<file path="src/rtl/gray_step_monitor.sv">
// Gray code step monitor: decodes the upstream Gray bus, checks single steps, counts wraps.
// Define GRAY_STEP_MON_BIDIR_EN to also accept down steps and expose DirDown.
module gray_step_monitor #(
    parameter int W     = 3,
    parameter int CNT_W = 8
) (
    input  logic             Clk,
    input  logic             Reset,
    input  logic [W-1:0]     GrayIn,
    input  logic             OvfIn,
    input  logic             Clear,
    output logic [W-1:0]     BinOut,
    output logic             Valid,
    output logic             StepPulse,
    output logic             WrapPulse,
    output logic [CNT_W-1:0] WrapCnt,
    output logic             OvfSeen,
`ifdef GRAY_STEP_MON_BIDIR_EN
    output logic             StepErr,
    output logic             DirDown
`else
    output logic             StepErr
`endif
);

    typedef enum logic [1:0] {
        IDLE,
        TRACK,
        ERR
    } state_t;

    state_t         state;
    logic [W-1:0]   prev_bin;
    logic           ovf_d;
    logic [W-1:0]   dec;
    logic [W-1:0]   up;
    logic [W-1:0]   dn;

    // Binary bit i is the XOR of all Gray bits from i upward
    always_comb begin
        dec = '0;
        for (int i = 0; i < W; i++) begin
            dec[i] = ^(GrayIn >> i);
        end
    end

    assign up = prev_bin + W'(1);
    assign dn = prev_bin - W'(1);

    always_ff @(posedge Clk) begin
        if (Reset) begin
            state     <= IDLE;
            prev_bin  <= '0;
            ovf_d     <= 1'b0;
            BinOut    <= '0;
            Valid     <= 1'b0;
            StepPulse <= 1'b0;
            WrapPulse <= 1'b0;
            WrapCnt   <= '0;
            OvfSeen   <= 1'b0;
            StepErr   <= 1'b0;
`ifdef GRAY_STEP_MON_BIDIR_EN
            DirDown   <= 1'b0;
`endif
        end else begin
            BinOut    <= dec;
            prev_bin  <= dec;
            ovf_d     <= OvfIn;
            StepPulse <= 1'b0;
            WrapPulse <= 1'b0;

            if (Clear)
                OvfSeen <= 1'b0;
            else if (OvfIn && !ovf_d)
                OvfSeen <= 1'b1;

            if (Clear) begin
                state   <= IDLE;
                Valid   <= 1'b0;
                StepErr <= 1'b0;
                WrapCnt <= '0;
            end else begin
                unique case (state)
                    IDLE: begin
                        Valid <= 1'b1;
                        state <= TRACK;
                    end
                    TRACK: begin
                        if (dec == up) begin
                            StepPulse <= 1'b1;
`ifdef GRAY_STEP_MON_BIDIR_EN
                            DirDown   <= 1'b0;
`endif
                            if (prev_bin == '1) begin
                                WrapPulse <= 1'b1;
                                WrapCnt   <= WrapCnt + CNT_W'(1);
                            end
`ifdef GRAY_STEP_MON_BIDIR_EN
                        end else if (dec == dn) begin
                            StepPulse <= 1'b1;
                            DirDown   <= 1'b1;
                            if (prev_bin == '0) begin
                                WrapPulse <= 1'b1;
                                WrapCnt   <= WrapCnt - CNT_W'(1);
                            end
`endif
                        end else if (dec != prev_bin) begin
                            StepErr <= 1'b1;
                            state   <= ERR;
                        end
                    end
                    ERR: begin
                        StepErr <= 1'b1;
                    end
                    default: begin
                        state <= IDLE;
                    end
                endcase
            end
        end
    end

`ifndef GRAY_STEP_MON_BIDIR_EN
    logic unused_dn;
    assign unused_dn = ^dn;
`endif

endmodule

</file>
<file path="config.mk">
export PLATFORM = sky130hd
export DESIGN_NAME = gray_step_monitor
export DESIGN_NICKNAME = d
export VERILOG_FILES = /design/src/rtl/gray_step_monitor.sv
export SDC_FILE = /design/constraint.sdc
export NUM_CORES = 1
export LEC_CHECK = 0
export ABC_CLOCK_PERIOD_IN_PS = 3200
export CAP_MARGIN = 20
export CORE_ASPECT_RATIO = 0.8
export CORE_MARGIN = 1.5
export CORE_UTILIZATION = 42
export DETAILED_ROUTE_END_ITERATION = 8
export GPL_ROUTABILITY_DRIVEN = 0
export GPL_TIMING_DRIVEN = 0
export PLACE_DENSITY = 0.81
export REMOVE_ABC_BUFFERS = 1
export SLEW_MARGIN = 20
export SYNTH_ARGS = -nofsm -noshare
export SYNTH_HDL_FRONTEND = slang
export SYNTH_SLANG_ARGS = --single-unit
</file>
<file path="constraint.sdc">
create_clock -name Clk -period 3.2 [get_ports Clk]
set_input_delay 0.96 -clock Clk [delete_from_list [all_inputs] [get_ports Clk]]
set_output_delay 0.96 -clock Clk [all_outputs]
set_load 0.03 [all_outputs]
</file>
* Word level (Yosys, flattened, before mapping)
Index checks and enable logic that the tools add are counted.
** Storage, ports and cells
- Bits in registers :: 19
- Bits of input ports :: 7
- Output and inout bits :: 16
- Word-level logic and storage cells :: 42
** Operators by class
- Add/subtract/negate cells :: 2
- Equality and inequality tests :: 7
- Muxes and demuxes :: 8
- Bitwise logic cells :: 3
- Reduce and logical (&&, ||, !) cells :: 13
** Operators by type and width (count)
- $reduce_and A3 Y1 :: 3
- $reduce_xor A3 Y1 :: 3
- $add A8 B1 Y8 const B :: 1
- $pmux W2 S3 :: 1
- $mux W1 :: 4
- $mux W2 :: 2
- $ne A2 B2 Y1 const B :: 2
- $reduce_or A4 Y1 :: 1
- $add A3 B1 Y3 const B :: 1
- $eq A3 B3 Y1 :: 1
- $eq A3 B3 Y1 const B :: 1
- $ne A3 B3 Y1 :: 1
- $not A1 Y1 :: 3
- $reduce_or A3 Y1 :: 1
- $eq A2 B1 Y1 const B :: 1
- $eq A2 B2 Y1 const B :: 1
- $logic_not A2 Y1 :: 1
- $pmux W1 S2 :: 1
- $reduce_bool A2 Y1 :: 1
- $reduce_or A2 Y1 :: 1
- $logic_and A1 B1 Y1 :: 1
- $logic_not A1 Y1 :: 1

* Logic depth before layout (Yosys ltp)
- Depth in word-level cells :: 5
- Gate-level depth with buffers :: 9
- Depth with buffers taken out :: 7

* Worst setup path after synthesis
Ideal clock, no wire load.
- Kind :: input to register
- Start :: input port GrayIn[1]
- End :: register WrapCnt[5]
- Setup time :: 0.071 ns
- Arrival :: 2.796 ns
- Required time :: 3.129 ns
- Slack :: 0.333 ns
- Cell stages on the path :: 7
- Buffers on the path :: 2
- Path through :: buf_6 -> xnor2_1 -> xor3_1 -> or4b_1 -> buf_2 -> or4_1 -> a21oi_1
** On the way
- Longest elaborated chain between the ends :: 3
- Elaborated cells on any way between the ends :: 4
- Classes of those cells :: eq/ne (1); reduce/logical (3)
** RTL lines
- start, declared :: RTL line 9 : input logic [W-1:0] GrayIn,
- $reduce_xor A3 Y1 :: RTL line 43 : dec[i] = ^(GrayIn >> i);
- $eq A3 B3 Y1 (*) :: RTL line 89 : if (dec == up) begin
- $reduce_and A3 Y1 (no source line) (*)
- end signal, assigned :: RTL line 96 : WrapCnt <= WrapCnt + CNT_W'(1);
- end, declared :: RTL line 16 : output logic [CNT_W-1:0] WrapCnt,
Mark *: on every way between the ends. The rest lies on a longest branch, timed or not.
A chain may end at the register's enable or synchronous reset.

* Worst setup path in the final report
Ends and elaborated chain as after synthesis.

==> impl_results.md <==
* Core Area at 1979 µm²
* Post-layout min period at 2.960 ns
* Syn Inst Count at 106
* Pin count of the biggest net entering global routing at 17
* CP Capture Point: WrapCnt[5]
* Congestion Overflow GR at 0
* Critical path required time at 3.44 ns
* CP Cell Sequence: dlygate4sd2_1 -> xnor2_1 -> mux2_4 -> or4b_4 -> or4_1 -> a21oi_1
* Gr usage total at 0.1480
* CTS tree: yes
* Final Cycle Share at 0.9248
* Via/cell ratio at 5.252
* I/O pin count at 23
* Worst reg2reg path depth at 7
* Worst-path fanout max at 16
* Initial Util at 0.4665
* Top-area cell type share of the netlist area at 0.4119
* Post-DRT Antenna Nets at 0
* First-pass GRT wire length at 2829 µm
* Unrepaired setup endpoints after global routing: no
* P&R area growth vs syn at 28.32%
* Clock Skew at 0.003577 ns
* Reg-to-Reg End: WrapCnt[5]
* Antenna cells at 0
* Fin nets at 138
* Final WL at 1713 µm
* Top achievable clock speed at 337.9 MHz
* Setup crit end kind: flip-flop
* Lkg Pwr at 0.4334 nW
* CP max stage cell: or4b_4
* CP peak stage delay at 0.61 ns
* Root Driver: clkbuf_4
* Hold WC Path Type: reg2reg
* DP Worst Slack at -0.5124 ns
* Num CTS Buffers at 3
* Yosys warns at 0
* Via count at 793
* First drt pass iteration count at 4
* Synth cell types at 35
* FP Rows at 14
* Crit path from: GrayIn[1]
* Die X at 55.43 µm
* CTS clock-pin slew for the worst setup and hold paths at 0.10 ns
* DRT iter0 DRCs at 15
* Commonest non-fill, non-tap cell in the layout: clkdlybuf4s50_1
* Slew Limit Fails at 0
* I/O Buffers at 22
* Number of flops mapped to enable cells by yosys at 0
* Htree depth at 1
* WL per Instance at 11.34 µm
* Worst Path Arrival at 3.20 ns
* Pwr dens at 386.7 nW/µm²
* Maximum vdd drop at 323.8 µV
* Worst-Margin Slew at 0.4952 ns
* Synth Flop Type: dfxtp_1
* Hpwl dp at 1292 µm
* Vias in the first global route at 681
* Reg-to-reg setup timing slack at 0.48 ns
* DIE AREA at 2491 µm²
* Syn Std Cell Area at 923.4 µm²
* Layout cells sized above 1 at 0.07874
* Synth async-reset ratio at 0
* Filler cells at 178
* Die Height at 44.94 µm
* Clk Latency, worst-skew pair at 0.30 ns
* Setup Crit Path Kind: in2reg
* Rel. slew slack at 0.6688
* Most frequent cells in the layout: 20 x clkdlybuf4s50_1, 19 x dfxtp_1, 10 x a21oi_1, 10 x nor2_1, 7 x nand2_1
* Clock Sinks at 19
* Max Cap Viol at 0
* Synth area leaders: dfxtp_1 41%, a21oi_1 5.4%, ha_1 4.1%
* Sequential fraction of the synthesis area at 0.4119
* Avg Cell Area, Syn at 8.711 µm²
* Synthesis-stage register bit count at 19
* Worst setup SP type: primary input
* Number of remaining DRC errors at 0
* Final total power at 0.0004581 W
* Initial antenna violation count at 0
* Final setup margin at 0.2405 ns
* Clock Tree Buf Depth at 2
* R2r startpoint: prev_bin[1]
* Final hold violations at 0
* Run status: completed
* Hold Buf Count CTS at 0
* Yosys top cell by area: dfxtp_1
* Setup Viol. Count Final at 0
-- cells by family after synthesis --
logic type / synth area share
simple gates: 0.2751
fa+ha+maj: 0.04065
mux: 0.03794
buf+inv: 0.04606
xor+xnor: 0.06369
compound gates: 0.1247
flops: 0.4119
-- sequential cells by signal, indices dropped and copies added (netlist names) --
| name | flops |
|---|---|
| OvfSeen | 1 |
| StepErr | 1 |
| StepPulse | 1 |
| Valid | 1 |
| WrapCnt | 8 |
| WrapPulse | 1 |
| ovf_d | 1 |
| prev_bin | 3 |
| state | 2 |
-- timing repair --
action / CTS / global route
resized for setup: 3 / 1
buffers inserted: 0 / 0
pin swaps: 0 / 1
endpoints found under the setup margin: 6 / 2
-- power by group --
group	switching, W	internal, W
clock network	0.0000734	0.0000486
registers	0.00000585	0.000243
logic	0.0000436	0.0000433
-- how the worst min path moves through the flow --
stage                        start       end  slack [ns]  cells past startpoint
after detailed placement   StepErr   StepErr        0.46                      2
after global routing       StepErr   StepErr        0.49                      2
final                      StepErr   StepErr        0.47                      2
after CTS                  StepErr   StepErr        0.47                      2
after floorplan           state[1]  state[0]        0.44                      1
after global placement     StepErr   StepErr        0.45                      2
-- cell type report --
type | instances | area (µm²) | area share
flip-flops and latches | 19 | 380.4 | 0.3210
clock buffers | 4 | 26.28 | 0.02218
inverters | 4 | 15.01 | 0.01267
repair buffers | 22 | 221.5 | 0.1869
multi-input cells | 78 | 511.7 | 0.4319
well taps | 24 | 30.03 | 0.02534
-- through the flow --
| stage | std cells | hold slack (ns) | cell area [µm²] | TNS [ns] | utilization |
|---|---|---|---|---|---|
| after global placement | 147 | 0.4500 | 1146 | -2.182 | 0.5790 |
| after detailed placement | 147 | 0.4584 | 1146 | -2.568 | 0.5790 |
| after global routing | 151 | 0.4870 | 1185 | 0 | 0.5986 |
| after floorplan | 101 | 0.4404 | 895.9 | 0 | - |
| after CTS | 151 | 0.4742 | 1182 | 0 | 0.5973 |
| final | 151 | 0.4711 | 1185 | 0 | 0.5986 |
-- worst max-delay path, delay by kind of cell --
family                 cells  cell delay, ns
multiplexers               1            0.32
XOR/XNOR                   1            0.19
AO/OA/AOI/OAI              1            0.15
AND/OR/NAND/NOR            2            1.14
buffers and inverters      1            0.43
-- synthesized netlist by cell type (2+ instances only) --
cell type,count
nand3_1,4
or4_1,2
xor2_1,2
o31ai_1,2
o21ai_0,6
or2_2,2
nor2_1,10
xnor2_1,2
or3_1,5
a21oi_1,10
inv_1,4
dfxtp_1,19
nor2b_1,5
ha_1,3
clkbuf_1,3
mux2i_1,2
nand2_1,7
-- per-layer routing --
metal / vias to the layer above / GRT usage / part of all wire
li1: 416 / - / -
met1: 359 / 0.1770 / 0.49
met2: 15 / 0.2500 / 0.47
met3: 3 / 0.06017 / 0.037
met4: 0 / 0.04390 / 0.0058
met5: - / 0 / 0
Power figures use the tool's default switching activity.
